[src/rtl/sti_pkg.sv]
// Shared types and helpers for the STI serial link: length codes, deserializer
// FSM states and the maximum frame width.
package sti_pkg;

  localparam int unsigned STI_MAX_BITS = 32;

  typedef enum logic [1:0] {L8, L16, L24, L32} sti_len_e;

  typedef enum logic {StIdle, StRecv} deser_state_e;

  // Length code to bit count: 8 * (code + 1).
  function automatic logic [5:0] len_bits(sti_len_e code);
    return {1'b0, code, 3'b000} + 6'd8;
  endfunction

endpackage

[src/rtl/sti_word_fifo.sv]
// Synchronous word FIFO with extended-pointer full/empty detection; a push is
// accepted when full if a pop happens in the same cycle.
module sti_word_fifo #(
  parameter int unsigned Width = 38,
  parameter int unsigned Depth = 4
) (
  input  logic             clk,
  input  logic             rst,
  input  logic             push_i,
  input  logic [Width-1:0] wdata_i,
  input  logic             pop_i,
  output logic             push_ok_o,
  output logic [Width-1:0] rdata_o,
  output logic             full_o,
  output logic             empty_o
);
  localparam int unsigned AddrW = $clog2(Depth);

  logic [AddrW:0]   wptr_q, rptr_q;
  logic [Width-1:0] mem_q [Depth];
  logic             do_pop;

  assign empty_o   = (wptr_q == rptr_q);
  assign full_o    = (wptr_q[AddrW] != rptr_q[AddrW]) &&
                     (wptr_q[AddrW-1:0] == rptr_q[AddrW-1:0]);
  assign do_pop    = pop_i && !empty_o;
  assign push_ok_o = push_i && (!full_o || do_pop);
  // Head is masked while empty so the outputs read zero out of reset.
  assign rdata_o   = empty_o ? '0 : mem_q[rptr_q[AddrW-1:0]];

  always_ff @(posedge clk or posedge rst) begin
    if (rst) begin
      wptr_q <= '0;
      rptr_q <= '0;
    end else begin
      if (push_ok_o) wptr_q <= wptr_q + 1'b1;
      if (do_pop)    rptr_q <= rptr_q + 1'b1;
    end
  end

  always_ff @(posedge clk) begin
    if (push_ok_o) mem_q[wptr_q[AddrW-1:0]] <= wdata_i;
  end

endmodule

[src/rtl/sti_deser.sv]
// STI serial-to-parallel frame receiver feeding a word FIFO.
// Define STI_DESER_LEN_CHECK_EN to enable frame length checking.
module sti_deser
  import sti_pkg::*;
#(
  parameter int unsigned DEPTH = 4,
  parameter int unsigned CNT_W = 16
) (
  input  logic             clk,
  input  logic             rst,
  input  logic             so_data,
  input  logic             so_valid,
  input  logic [1:0]       exp_len,
  input  logic             word_ready,
  output logic             word_valid,
  output logic [31:0]      word_data,
  output logic [5:0]       word_len,
  output logic             word_err,
  output logic             frame_err,
  output logic             overflow,
  output logic [CNT_W-1:0] frame_cnt
);
`ifdef STI_DESER_LEN_CHECK_EN
  localparam int unsigned EntryW = 39;
`else
  localparam int unsigned EntryW = 38;
`endif

  deser_state_e      state_q, state_d;
  logic [31:0]       shreg_q, shreg_d;
  logic [5:0]        bit_cnt_q, bit_cnt_d;
  logic              ovl_q, ovl_d;
  logic              overflow_q;
  logic [CNT_W-1:0]  frame_cnt_q;
  logic              push, pop, push_ok, full, empty, err;
  logic [EntryW-1:0] wdata, rdata;

  always_ff @(posedge clk or posedge rst) begin
    if (rst) state_q <= StIdle;
    else     state_q <= state_d;
  end

  always_comb begin
    state_d = state_q;
    unique case (state_q)
      StIdle:  if (so_valid)  state_d = StRecv;
      StRecv:  if (!so_valid) state_d = StIdle;
      default: state_d = StIdle;
    endcase
  end

  always_comb begin
    shreg_d   = shreg_q;
    bit_cnt_d = bit_cnt_q;
    ovl_d     = ovl_q;
    push      = 1'b0;
    unique case (state_q)
      StIdle: begin
        if (so_valid) begin
          shreg_d   = {31'b0, so_data};
          bit_cnt_d = 6'd1;
          ovl_d     = 1'b0;
        end
      end
      StRecv: begin
        if (so_valid) begin
          // Bits beyond the word width are dropped but remembered as overlength.
          if (bit_cnt_q < 6'(STI_MAX_BITS)) begin
            shreg_d   = {shreg_q[30:0], so_data};
            bit_cnt_d = bit_cnt_q + 6'd1;
          end else begin
            ovl_d = 1'b1;
          end
        end else begin
          push = 1'b1;
        end
      end
      default: ;
    endcase
  end

  always_ff @(posedge clk or posedge rst) begin
    if (rst) begin
      shreg_q   <= '0;
      bit_cnt_q <= '0;
      ovl_q     <= 1'b0;
    end else begin
      shreg_q   <= shreg_d;
      bit_cnt_q <= bit_cnt_d;
      ovl_q     <= ovl_d;
    end
  end

`ifdef STI_DESER_LEN_CHECK_EN
  sti_len_e len_q;
  logic     frame_err_q;

  always_ff @(posedge clk or posedge rst) begin
    if (rst) begin
      len_q       <= L8;
      frame_err_q <= 1'b0;
    end else begin
      if (state_q == StIdle && so_valid) len_q <= sti_len_e'(exp_len);
      frame_err_q <= push_ok && err;
    end
  end

  assign err       = (bit_cnt_q != len_bits(len_q)) || ovl_q;
  assign wdata     = {shreg_q, bit_cnt_q, err};
  assign word_err  = rdata[0];
  assign frame_err = frame_err_q;
`else
  logic unused_len_check;
  assign unused_len_check = ^{exp_len, ovl_q};
  assign err       = 1'b0;
  assign wdata     = {shreg_q, bit_cnt_q};
  assign word_err  = 1'b0;
  assign frame_err = 1'b0;
`endif

  assign pop = word_valid && word_ready;

  sti_word_fifo #(
    .Width (EntryW),
    .Depth (DEPTH)
  ) u_fifo (
    .clk       (clk),
    .rst       (rst),
    .push_i    (push),
    .wdata_i   (wdata),
    .pop_i     (pop),
    .push_ok_o (push_ok),
    .rdata_o   (rdata),
    .full_o    (full),
    .empty_o   (empty)
  );

  always_ff @(posedge clk or posedge rst) begin
    if (rst) begin
      overflow_q  <= 1'b0;
      frame_cnt_q <= '0;
    end else begin
      if (push_ok)         frame_cnt_q <= frame_cnt_q + CNT_W'(1);
      if (push && !push_ok) overflow_q <= 1'b1;
    end
  end

  assign word_valid = !empty;
  assign word_data  = rdata[EntryW-1 -: 32];
  assign word_len   = rdata[EntryW-33 -: 6];
  assign overflow   = overflow_q;
  assign frame_cnt  = frame_cnt_q;

  logic unused_full;
  assign unused_full = full;

endmodule

[config.mk]
export PLATFORM = sky130hd
export DESIGN_NAME = sti_deser
export DESIGN_NICKNAME = d
export VERILOG_FILES = /design/src/rtl/sti_pkg.sv /design/src/rtl/sti_word_fifo.sv /design/src/rtl/sti_deser.sv
export SDC_FILE = /design/constraint.sdc
export NUM_CORES = 1
export LEC_CHECK = 0
export ABC_AREA = 1
export CAP_MARGIN = 20
export CORE_AREA = 2 2 146 120
export CTS_CLUSTER_SIZE = 28
export DETAILED_ROUTE_END_ITERATION = 6
export DIE_AREA = 0 0 148 122
export PLACE_DENSITY = 0.76
export SLEW_MARGIN = 20
export SYNTH_ARGS = -nofsm -noshare
export SYNTH_HDL_FRONTEND = slang
export SYNTH_SLANG_ARGS = --single-unit
[constraint.sdc]
create_clock -name clk -period 7.2 [get_ports clk]
set_input_delay 1.44 -clock clk [delete_from_list [all_inputs] [get_ports clk]]
set_output_delay 1.44 -clock clk [all_outputs]
set_load 0.05 [all_outputs]
==> metrics.txt <==
# TYPE chip_impl_metric gauge
chip_impl_metric{name="cts.clk_slew.worst_paths",unit="ns"} 0.06
chip_impl_metric{name="layout_worst_path_cycle_share",unit="%"} 69.9
chip_impl_metric{name="place.gp.congestion",unit=""} 0.799
chip_impl_metric{name="routed_wire_per_std_cell",unit="um"} 15.2
chip_impl_metric{name="total_leakage_power",unit="nW"} 4.19
chip_impl_metric{name="cts_max_level",unit=""} 1
chip_impl_metric{name="drtIter0Drc",unit=""} 492
chip_impl_info{name="worst_hold_path_type",value="flip-flop to flip-flop"} 1
chip_impl_metric{name="drive_gt1_share",unit="%"} 6.08
chip_impl_info{name="clock_tree_from_tritoncts",value="yes"} 1
chip_impl_metric{name="tritoncts.num_buffers",unit=""} 21
chip_impl_metric{name="core-area",unit="um^2"} 16800
chip_impl_metric{name="synth_largest_type_area_fraction",unit="%"} 51.0
chip_impl_metric{name="die-area",unit="um^2"} 18100
chip_impl_metric{name="overflow_after_grt",unit=""} 0
chip_impl_metric{name="routed_via_density",unit=""} 5.22
chip_impl_info{name="outcome",value="finished, final reports clean"} 1
chip_impl_metric{name="drt_pre_antenna_iters",unit=""} 6
chip_impl_metric{name="timing.max_cap.violations",unit=""} 0
chip_impl_info{name="post-synth-top-area-cell",value="edfxtp_1"} 1
chip_impl_metric{name="grt_first_pass_wirelength",unit="mm"} 27.1
chip_impl_metric{name="postCtsSetupRepairBufs",unit=""} 0
chip_impl_metric{name="postSynth.asyncResetShare",unit="%"} 29.0
chip_impl_metric{name="hpwl_after_detailed_placement",unit="mm"} 8.97
chip_impl_metric{name="timing.clock.skew",unit="ns"} 0.00819
chip_impl_metric{name="die_w",unit="um"} 148
chip_impl_metric{name="largest_net_degree_at_the_start_of_global_routing",unit=""} 80
chip_impl_metric{name="total_track_usage",unit="%"} 19.0
chip_impl_metric{name="finish.net_count",unit=""} 904
chip_impl_metric{name="finalMaxSlewViolations",unit=""} 0
chip_impl_info{name="worst_setup_sp_type",value="flip-flop"} 1
chip_impl_metric{name="first_global_vias",unit=""} 5402
chip_impl_metric{name="synthXorXnorAreaFrac",unit="%"} 1.27
chip_impl_metric{name="drc",unit=""} 0
chip_impl_metric{name="floorplan.initialDensity",unit="%"} 53.3
chip_impl_info{name="grt_setup_unrepaired",value="false"} 1
chip_impl_info{name="worst-setup-path-type",value="flip-flop to primary output"} 1
chip_impl_metric{name="die_h",unit="um"} 122
chip_impl_metric{name="total_number_of_vias",unit=""} 5893
chip_impl_metric{name="gate_count_post_synth",unit=""} 836
chip_impl_metric{name="final-setup-viol-count",unit=""} 0
chip_impl_metric{name="arrival",unit="ns"} 3.59
chip_impl_metric{name="clock_sinks",unit=""} 214
chip_impl_metric{name="core.rowCount",unit=""} 43
chip_impl_metric{name="postCtsHoldBufs",unit=""} 0
chip_impl_metric{name="n_antenna_cell",unit=""} 0
chip_impl_metric{name="worst_slew_margin_rel",unit="%"} 37.5
chip_impl_metric{name="post_layout_minimum_cycle_time",unit="ns"} 5.03
chip_impl_metric{name="drtAntennaViolNets",unit=""} 0
chip_impl_metric{name="synth-adder-area-share",unit="%"} 0.979
chip_impl_metric{name="ff2ff_path_depth",unit=""} 8
chip_impl_info{name="largest_family_of_logic_cells_by_synthesized_area",value="simple AND/OR/NAND/NOR gates"} 1
chip_impl_metric{name="io_pins",unit=""} 65
chip_impl_info{name="yosys_most_used_dff",value="edfxtp_1"} 1
chip_impl_metric{name="area_delta_synth_final",unit="%"} 16.9
chip_impl_metric{name="synth-compound-area-share",unit="%"} 9.18
chip_impl_metric{name="fmaxAchievable",unit="MHz"} 199
chip_impl_info{name="root_buffer",value="clkbuf_16"} 1
chip_impl_info{name="cp-end-kind",value="primary output"} 1
chip_impl_metric{name="worst_ir_drop_on_vdd",unit="mV"} 0.217
chip_impl_metric{name="synth-simple-area-share",unit="%"} 13.5
chip_impl_metric{name="avg_synthesized_cell_area",unit="um^2"} 10.7
chip_impl_metric{name="synth_seq_cells",unit=""} 214
chip_impl_metric{name="setup_total_negative_slack",unit="ns"} 0
chip_impl_info{name="post-synth-top-count-cell",value="edfxtp_1"} 1
chip_impl_metric{name="critical_path_peak_fanout",unit=""} 79
chip_impl_metric{name="number_of_hold_violations_in_the_final_report",unit=""} 0
chip_impl_metric{name="synthMuxAreaShare",unit="%"} 0
chip_impl_metric{name="synth_sequential_area_ratio",unit="%"} 68.4
chip_impl_metric{name="total_number_of_yosys_warnings",unit=""} 0
chip_impl_metric{name="netlist_area",unit="um^2"} 8940
chip_impl_info{name="synth.top_cells.by_area",value="edfxtp_1 51%, dfrtp_1 17%, nand2_1 6.2%"} 1
chip_impl_info{name="synth_common_cells",value="152 x edfxtp_1, 148 x nand2_1, 136 x nor2_1"} 1
chip_impl_metric{name="synth_enable_flop_cells",unit=""} 152
chip_impl_metric{name="placedInstanceArea",unit="um^2"} 9710
chip_impl_metric{name="totalWireLength",unit="mm"} 17.2
chip_impl_metric{name="worstMarginPinSlew",unit="ns"} 0.935
chip_impl_metric{name="ys_types",unit=""} 28
chip_impl_metric{name="worstHoldPathCells",unit=""} 0
chip_impl_metric{name="final_area",unit="um^2"} 10500
chip_impl_metric{name="power_density",unit="nW/um^2"} 469
chip_impl_metric{name="cts.path.max_buffers",unit=""} 3
chip_impl_metric{name="grt_antenna_before_repair",unit=""} 0
chip_impl_metric{name="post_cts_resized",unit=""} 0
chip_impl_metric{name="port_buffers",unit=""} 60
chip_impl_metric{name="worstPathRequired",unit="ns"} 5.76
chip_impl_metric{name="clkLatencyLatePin",unit="ns"} 0.49
[critical path: stages (launching register included)]
cell,delay (ns)
dfrtp_2,0.34
buf_4,0.63
xnor2_1,0.13
nand2_1,0.14
inv_2,0.05
nand2_2,0.67
nand2_1,0.22
inv_1,0.10
clkdlybuf4s50_1,0.80
[per-stage QoR]
stage               power (W)  utilization (%)  cells  hold slack (ns)  setup slack (ns)
global placement      0.00375             57.8   1092            0.484              2.64
detailed placement    0.00378             57.8   1092            0.494              2.60
finish                0.00490             62.3   1130            0.511              2.17
floorplan             0.00313                -    837            0.476              3.23
CTS                   0.00494             62.3   1130            0.506              2.07
global route          0.00517             62.3   1130            0.519              1.91
[path summary, 6_finish.rpt]
path                                              start  slack [ns]                             to
min in group asynchronous                           rst        1.54              state_q$_DFF_PP0_
max reg2reg                u_fifo.rptr_q[1]$_DFFE_PP0P_        4.09  u_fifo.mem_q[2][15]$_DFFE_PP_
max in group asynchronous                           rst        5.07   u_fifo.rptr_q[1]$_DFFE_PP0P_
min                              shreg_q[0]$_DFFE_PP0P_        0.51   u_fifo.mem_q[2][6]$_DFFE_PP_
max                        u_fifo.rptr_q[1]$_DFFE_PP0P_        2.17                  word_data[30]
min reg2reg                      shreg_q[0]$_DFFE_PP0P_        0.51   u_fifo.mem_q[2][6]$_DFFE_PP_
[power breakdown]
part	switching [W]	internal, W	leakage (nW)
clock network	0.000435	0.000724	0.364
logic	0.00155	0.000648	1.57
registers	0.0000885	0.00145	2.26
total	0.00208	0.00282	4.19
[metal layers]
metal | global-route usage (%) | vias to the layer above | share of wire, %
met3 | 2.73 | 25 | 5.7
met4 | 5.36 | 0 | 1.9
met5 | 0 | - | 0
met1 | 26.8 | 2804 | 44
li1 | - | 2880 | -
met2 | 31.3 | 184 | 48
[cells by family (layout without fill, tap and decap cells)]
| group | after synthesis | after routing |
|---|---|---|
| AOI/OAI and AO/OA | 156 | 156 |
| xor gates and xnor gates | 13 | 13 |
| DFF | 214 | 214 |
| buffers and inverters | 136 | 204 |
| other | 1 | 2 |
| adders and majority gates | 7 | 7 |
| and+or+nand+nor | 309 | 309 |
[cell usage in the layout (no fill, tap or decap), types with 2 or more instances in the layout]
| master | n |
|---|---|
| dfrtp_2 | 2 |
| nor2_1 | 132 |
| a21oi_1 | 4 |
| nand2_2 | 2 |
| clkinv_1 | 2 |
| inv_1 | 92 |
| xor2_1 | 6 |
| o22ai_1 | 30 |
| dfrtp_1 | 60 |
| xnor2_1 | 7 |
| nor2_4 | 5 |
| o21ai_0 | 109 |
| ha_1 | 7 |
| nand2_1 | 148 |
| bufinv_16 | 4 |
| buf_4 | 10 |
| conb_1 | 2 |
| clkbuf_16 | 21 |
| clkdlybuf4s50_1 | 60 |
| clkbuf_1 | 5 |
| nand3_1 | 12 |
| nand4_1 | 7 |
| inv_2 | 3 |
| o21ai_1 | 12 |
| clkbuf_8 | 4 |
| edfxtp_1 | 152 |
[state kept, by name (all words and copies together) (netlist names)]
name	cells
u_fifo.rptr_q	3
u_fifo.mem_q	152
overflow	1
frame_cnt	16
bit_cnt_q	6
state_q	1
shreg_q	32
u_fifo.wptr_q	3
[area by class of cell]
cell class | count | area [um^2]
fill | 1326 | 6330
sequential | 214 | 6120
multi-input combinational | 487 | 2270
timing repair buffer | 70 | 676
clock buffer | 30 | 599
inverter | 96 | 360
tap | 225 | 282
clock inverter | 8 | 146
(Power assumes the default switching activity.)
